File: src/rtl/fir_decim_halfband_2x.sv
// fir_decim_halfband_2x
//   Stereo 2:1 decimating half-band FIR (11 taps, symmetric, odd taps zero).
//   Every accepted input strobe shifts both delay lines. Every second accepted
//   strobe starts one computation. Each channel has one time-shared multiplier
//   that works through the three symmetric pairs. The centre tap (0.5) is then
//   added, the sum is rounded half-up to 18 bits and the result is limited.
//
//   Configuration macro: FIR_DECIM_SATURATE_EN
//     defined   -> rounded result is clamped to [-131072, 131071]
//     undefined -> rounded result wraps (18 LSBs kept)
//
//   Parameters: H0, H2, H4  signed Q1.17 coefficients for taps 0/10, 2/8, 4/6
//   Ports:
//     clk                        system clock, rising edge
//     reset                      asynchronous reset, active low
//     sample_in_rdy              one-cycle strobe, input sample valid
//     sample_in_l, sample_in_r   signed 18-bit input samples
//     sample_out_rdy             one-cycle strobe, output sample valid
//     sample_out_l, sample_out_r signed 18-bit decimated samples (held)
//     busy                       computation in progress, strobes are dropped
//     overrun                    one-cycle pulse, an input strobe was dropped
module fir_decim_halfband_2x #(
    parameter int H0 = 1638,
    parameter int H2 = -8192,
    parameter int H4 = 39322
) (
    input  logic               clk,
    input  logic               reset,
    input  logic               sample_in_rdy,
    input  logic signed [17:0] sample_in_l,
    input  logic signed [17:0] sample_in_r,
    output logic               sample_out_rdy,
    output logic signed [17:0] sample_out_l,
    output logic signed [17:0] sample_out_r,
    output logic               busy,
    output logic               overrun
);

    localparam int DW   = 18;  // sample / coefficient width
    localparam int PW   = 19;  // pre-add width
    localparam int MW   = 37;  // product width
    localparam int AW   = 40;  // accumulator width
    localparam int Taps = 11;
    localparam int NCh  = 2;   // 0 = left, 1 = right

    localparam logic signed [DW-1:0] Coef0     = DW'(H0);
    localparam logic signed [DW-1:0] Coef2     = DW'(H2);
    localparam logic signed [DW-1:0] Coef4     = DW'(H4);
    localparam logic signed [AW-1:0] RoundBias = AW'(65536);
`ifdef FIR_DECIM_SATURATE_EN
    localparam logic signed [AW-1:0] SatMax    = AW'(131071);
    localparam logic signed [AW-1:0] SatMin    = AW'(-131072);
    localparam logic signed [DW-1:0] OutMax    = 18'sh1FFFF;
    localparam logic signed [DW-1:0] OutMin    = 18'sh20000;
`endif

    typedef enum logic [2:0] {StIdle, StMac0, StMac1, StMac2, StRound} state_e;

    state_e state_q, state_d;

    logic busy_q, phase_q, fin_q, rdy_q, overrun_q;
    logic accept, trigger;

    logic [1:0] mac_sel;
    logic       prod_en, acc_load, acc_add, round_en;

    logic signed [DW-1:0] dl_q      [NCh][Taps];
    logic signed [DW-1:0] in_s      [NCh];
    logic signed [DW-1:0] coef;
    logic signed [PW-1:0] pre       [NCh];
    logic signed [MW-1:0] prod_d    [NCh];
    logic signed [MW-1:0] prod_q    [NCh];
    logic signed [AW-1:0] center    [NCh];
    logic signed [AW-1:0] round_sum [NCh];
    logic signed [AW-1:0] acc_q     [NCh];
    logic signed [DW-1:0] out_lim   [NCh];
    logic signed [DW-1:0] out_q     [NCh];

    always_comb begin
        in_s[0] = sample_in_l;
        in_s[1] = sample_in_r;
    end

    // Strobes arriving while busy are dropped without touching line or phase.
    assign accept  = sample_in_rdy & ~busy_q;
    assign trigger = accept & phase_q;

    // ---------------------------------------------------------------- FSM
    always_ff @(posedge clk or negedge reset) begin
        if (!reset) begin
            state_q <= StIdle;
        end else begin
            state_q <= state_d;
        end
    end

    always_comb begin
        state_d = state_q;
        unique case (state_q)
            StIdle:  if (trigger) state_d = StMac0;
            StMac0:  state_d = StMac1;
            StMac1:  state_d = StMac2;
            StMac2:  state_d = StRound;
            StRound: state_d = StIdle;
            default: state_d = StIdle;
        endcase
    end

    // Multiplier output is registered, so each state accumulates the product
    // launched by the previous state.
    always_comb begin
        mac_sel  = 2'd0;
        prod_en  = 1'b0;
        acc_load = 1'b0;
        acc_add  = 1'b0;
        round_en = 1'b0;
        unique case (state_q)
            StIdle:  begin end
            StMac0:  begin mac_sel = 2'd0; prod_en = 1'b1; end
            StMac1:  begin mac_sel = 2'd1; prod_en = 1'b1; acc_load = 1'b1; end
            StMac2:  begin mac_sel = 2'd2; prod_en = 1'b1; acc_add  = 1'b1; end
            StRound: begin round_en = 1'b1; end
            default: begin end
        endcase
    end

    // ----------------------------------------------------------- datapath
    always_comb begin
        unique case (mac_sel)
            2'd1:    coef = Coef2;
            2'd2:    coef = Coef4;
            default: coef = Coef0;
        endcase
    end

    always_comb begin
        for (int ch = 0; ch < NCh; ch++) begin
            pre[ch] = '0;
            unique case (mac_sel)
                2'd1:    pre[ch] = PW'(dl_q[ch][2]) + PW'(dl_q[ch][8]);
                2'd2:    pre[ch] = PW'(dl_q[ch][4]) + PW'(dl_q[ch][6]);
                default: pre[ch] = PW'(dl_q[ch][0]) + PW'(dl_q[ch][10]);
            endcase
            prod_d[ch]    = MW'(pre[ch]) * MW'(coef);
            // Centre tap is exactly 0.5 in Q1.17: a shift, no multiplier.
            center[ch]    = AW'(dl_q[ch][5]) <<< 16;
            round_sum[ch] = (acc_q[ch] + AW'(prod_q[ch]) + center[ch] + RoundBias) >>> 17;
        end
    end

    // After StRound the accumulator holds the rounded value; limit it here.
    always_comb begin
        for (int ch = 0; ch < NCh; ch++) begin
`ifdef FIR_DECIM_SATURATE_EN
            if (acc_q[ch] > SatMax) begin
                out_lim[ch] = OutMax;
            end else if (acc_q[ch] < SatMin) begin
                out_lim[ch] = OutMin;
            end else begin
                out_lim[ch] = acc_q[ch][DW-1:0];
            end
`else
            out_lim[ch] = acc_q[ch][DW-1:0];
`endif
        end
    end

    always_ff @(posedge clk or negedge reset) begin
        if (!reset) begin
            for (int ch = 0; ch < NCh; ch++) begin
                for (int t = 0; t < Taps; t++) begin
                    dl_q[ch][t] <= '0;
                end
            end
        end else if (accept) begin
            for (int ch = 0; ch < NCh; ch++) begin
                dl_q[ch][0] <= in_s[ch];
                for (int t = 1; t < Taps; t++) begin
                    dl_q[ch][t] <= dl_q[ch][t-1];
                end
            end
        end
    end

    always_ff @(posedge clk or negedge reset) begin
        if (!reset) begin
            for (int ch = 0; ch < NCh; ch++) begin
                prod_q[ch] <= '0;
                acc_q[ch]  <= '0;
                out_q[ch]  <= '0;
            end
        end else begin
            for (int ch = 0; ch < NCh; ch++) begin
                if (prod_en) begin
                    prod_q[ch] <= prod_d[ch];
                end
                if (acc_load) begin
                    acc_q[ch] <= AW'(prod_q[ch]);
                end else if (acc_add) begin
                    acc_q[ch] <= acc_q[ch] + AW'(prod_q[ch]);
                end else if (round_en) begin
                    acc_q[ch] <= round_sum[ch];
                end
                if (fin_q) begin
                    out_q[ch] <= out_lim[ch];
                end
            end
        end
    end

    // ------------------------------------------------------------ control
    always_ff @(posedge clk or negedge reset) begin
        if (!reset) begin
            busy_q    <= 1'b0;
            phase_q   <= 1'b0;
            fin_q     <= 1'b0;
            rdy_q     <= 1'b0;
            overrun_q <= 1'b0;
        end else begin
            if (trigger) begin
                busy_q <= 1'b1;
            end else if (fin_q) begin
                busy_q <= 1'b0;
            end
            if (accept) begin
                phase_q <= ~phase_q;
            end
            fin_q     <= round_en;
            rdy_q     <= fin_q;
            overrun_q <= sample_in_rdy & busy_q;
        end
    end

    assign sample_out_rdy = rdy_q;
    assign sample_out_l   = out_q[0];
    assign sample_out_r   = out_q[1];
    assign busy           = busy_q;
    assign overrun        = overrun_q;

endmodule
File: config.mk
export PLATFORM = sky130hd
export DESIGN_NAME = fir_decim_halfband_2x
export DESIGN_NICKNAME = d
export VERILOG_FILES = /design/src/rtl/fir_decim_halfband_2x.sv
export SDC_FILE = /design/constraint.sdc
export NUM_CORES = 2
export LEC_CHECK = 0
export BUFFER_PORTS_ARGS = -buffer_cell sky130_fd_sc_hd__buf_4
export CAP_MARGIN = 20
export CORE_ASPECT_RATIO = 1.2
export CORE_MARGIN = 4
export CORE_UTILIZATION = 25
export CTS_CLUSTER_DIAMETER = 40
export DETAILED_ROUTE_END_ITERATION = 8
export GPL_TIMING_DRIVEN = 0
export PLACE_DENSITY = 0.38
export REMOVE_ABC_BUFFERS = 1
export SLEW_MARGIN = 25
export SYNTH_ARGS = -nofsm -noshare
export SYNTH_HDL_FRONTEND = slang
export SYNTH_SLANG_ARGS = --single-unit
File: constraint.sdc
create_clock -name clk -period 7.7 [get_ports clk]
set_input_delay 0.77 -clock clk [delete_from_list [all_inputs] [get_ports clk]]
set_output_delay 0.77 -clock clk [all_outputs]
set_load 0.05 [all_outputs]
==> results.ini <==
[outcome]
status=complete, but fails checks
failed_checks=setup timing

[drt]
postRouteAntennaNets=0
wl_microns=185500
wire_per_inst_microns=19.25
drc=0
viasPerCell=4.501
detail_route.iter0.violations=2097
num_vias=43370
detail_route.first_pass.iterations=5

[layout]
final_cell_mix=nand2_1, inv_1, fa_1, dfrtp_1, ha_1
regArea_sq_um=14830
fin_nets=7735
fin_cells=9636
drive_gt1_frac=0.1622
area_growth_pct=24.15
num-fill-cells=23450
layout_commonest_cell=nand2_1
multiInputGateArea_sq_um=40480

[sta]
tns_ps=-17390
setup_viol=34
fin_skew_ps=38.19
timing_hold_violations_final=0
timing.hold.ws_ps=226.4
fmaxAchievable_mhz=115.1
period_minus_slack_ps=8689
rsz0062_at_grt=true
setup_slack_ps=-988.7
tightest_slew_ps=844.4
relSlewSlack=0.4365
drv_slew=0
finalCritPeriodShare=1.128

[clock_network]
cts_root_buf=clkbuf_16
clock_latency_ps=730
cts-buffers-inserted=114
clk_path_buf_depth=3
htreeDepth=3
numClockSinks=592
clk_pin_slew_worst_paths_ps=60
cts_tree=yes

[floorplanning]
core_sq_um=224200
fp-row-count=190
io_pins=78
start_util=0.2522
die_h_microns=528.9
die_x_microns=442.1
die_area_sq_um=233900

[setup_path]
cp_max_fo=3
cp-end-kind=register
start_kind=register
endpoint=prod_q[36]
cpPeakStageDelay_ps=560
r2r-start=dl_q[36]
startpoint=dl_q[36]
worst_path_most_repeated_cell=fa_1
reg2reg_depth=37
r2r-end=prod_q[36]
timing.setup.critical_path_class=register to register
rrSetupSlack_ps=-990
cp.arrival_ps=9270
cp_slowest_cell=fa_1
cp.required_ps=8290

[synthesis]
synth_edf_count=0
yosysWarnings=0
synth-main-ff-cell=dfrtp_1
syn_inst=6282
synth_cell_types=106
avgSynthCellArea_sq_um=9.000
synthArstFlopShare=1.000
yosys_register_bits=592
syn_area_sq_um=56540
ys_seq_area_frac=0.2620

[power]
peakVddDrop_mv=0.1725
cellPowerDensity_nw_per_um2=185.0
p_leak_nw=35.76
total_power_mw=12.99

[global_route]
grt_first_pass_wirelength_microns=288300
grt_max_degree=79
grt_pass1_vias=46170
antenna_found_initial=7
grt.total_usage=0.1587
grt-ovfl-total=0

[placed_design]
gp_congestion=0.8354
hpwl_microns=141600
place_inst=9183
portBuffers=77
pre_cts_ws_ps=-4494

[worst_hold_path]
min_path_type=primary input to register

[flow_run]
drv_cap=0

critical path: cells and delay by family, from the launching register on:
family                     cells  cell delay (ps)
AOI/OAI and AO/OA             13             2770
xor gates and xnor gates       2              350
adders and majority gates      9             3720
buffers and inverters          8              720
DFF                            1              390
and+or+nand+nor                5              560
routing by layer:
metal / global-route usage / wire, microns
met1: 0.2181 / 88560
met2: 0.2689 / 88330
met3: 0.01608 / 4894
met4: 0.03615 / 3742
met5: 0 / 13
registers in the layout, indices dropped and copies added (netlist names):
name	cells
acc_q	80
busy	1
center	36
dl_q	360
fin_q	1
overrun	1
phase_q	1
prod_q	72
sample_out_l	18
sample_out_r	18
sample_out_rdy	1
state_q	3
cells in the mapped netlist (40+ instances only):
library cell	n	area, sq um
a21oi_1	306	1531
nor2_1	345	1295
nor3_1	66	330.3
ha_1	507	6344
dfrtp_1	592	14810
o21a_1	42	315.3
a211oi_1	53	397.9
inv_1	792	2973
mux2_2	45	506.7
xor2_1	95	832.1
xnor2_1	155	1358
and2_1	51	319.1
o21bai_1	46	345.3
a21o_1	104	780.8
nand3_1	55	275.3
nand2b_1	40	250.2
nand2_1	1413	5304
fa_1	626	12530
clkbuf_1	185	694.4
o21ai_0	253	1266
logic make-up after synthesis:
group | share of synthesized area
and+or+nand+nor | 0.1565
adders and majority gates | 0.3339
AOI/OAI and AO/OA | 0.1258
buffers and inverters | 0.06688
DFF | 0.2620
xor gates and xnor gates | 0.03964
muxes | 0.01534
per-stage QoR:
step	util	instance area (sq um)
finish	0.3131	70190
global route	0.3131	70190
CTS	0.3093	69340
detailed placement	0.2744	61520
global placement	0.2678	60050
floorplan	-	55740
report_power, final:
group	internal [mW]	total [mW]	switching [mW]	leakage, nW
Sequential	3.13	3.15	0.0171	8.19
Combinational	2.05	4.60	2.55	25.6
Clock	3.32	5.24	1.92	1.93
Total	8.50	13.0	4.49	35.8
how the worst min path moves through the flow:
| stage | startpoint | to | slack (ps) | cells past startpoint |
|---|---|---|---|---|
| 2_1_floorplan | dl_q[18] | dl_q[0] | 440 | 2 |
| 3_3_place_gp | dl_q[138] | dl_q[120] | 450 | 2 |
| 3_5_place_dp | dl_q[66] | dl_q[48] | 450 | 2 |
| 4_1_cts | sample_in_r[17] | dl_q[197] | 150 | 3 |
| 5_1_grt | sample_in_l[5] | dl_q[383] | 190 | 3 |
| 6_report | sample_in_r[17] | dl_q[197] | 230 | 3 |
final cells by class:
| type | instances | share of cell area |
|---|---|---|
| clock buffers | 137 | 0.04374 |
| repair buffers | 370 | 0.05761 |
| well taps | 2976 | 0.05305 |
| flip-flops and latches | 592 | 0.2113 |
| clock inverters | 73 | 0.01351 |
| repair inverters | 1 | 0.0001248 |
| diodes | 3 | 0.0001070 |
| multi-input cells | 4688 | 0.5767 |
| inverters | 796 | 0.04389 |
repair_timing:
action                                 CTS  global route
hold buffers                             1             0
gates resized for setup                502           110
endpoints found under the hold margin   60             0
setup endpoints to repair               63            47
pin swaps                              165           102
cloned                                   5             0
buffers inserted                       186            51
Power figures use the tool's default switching activity.
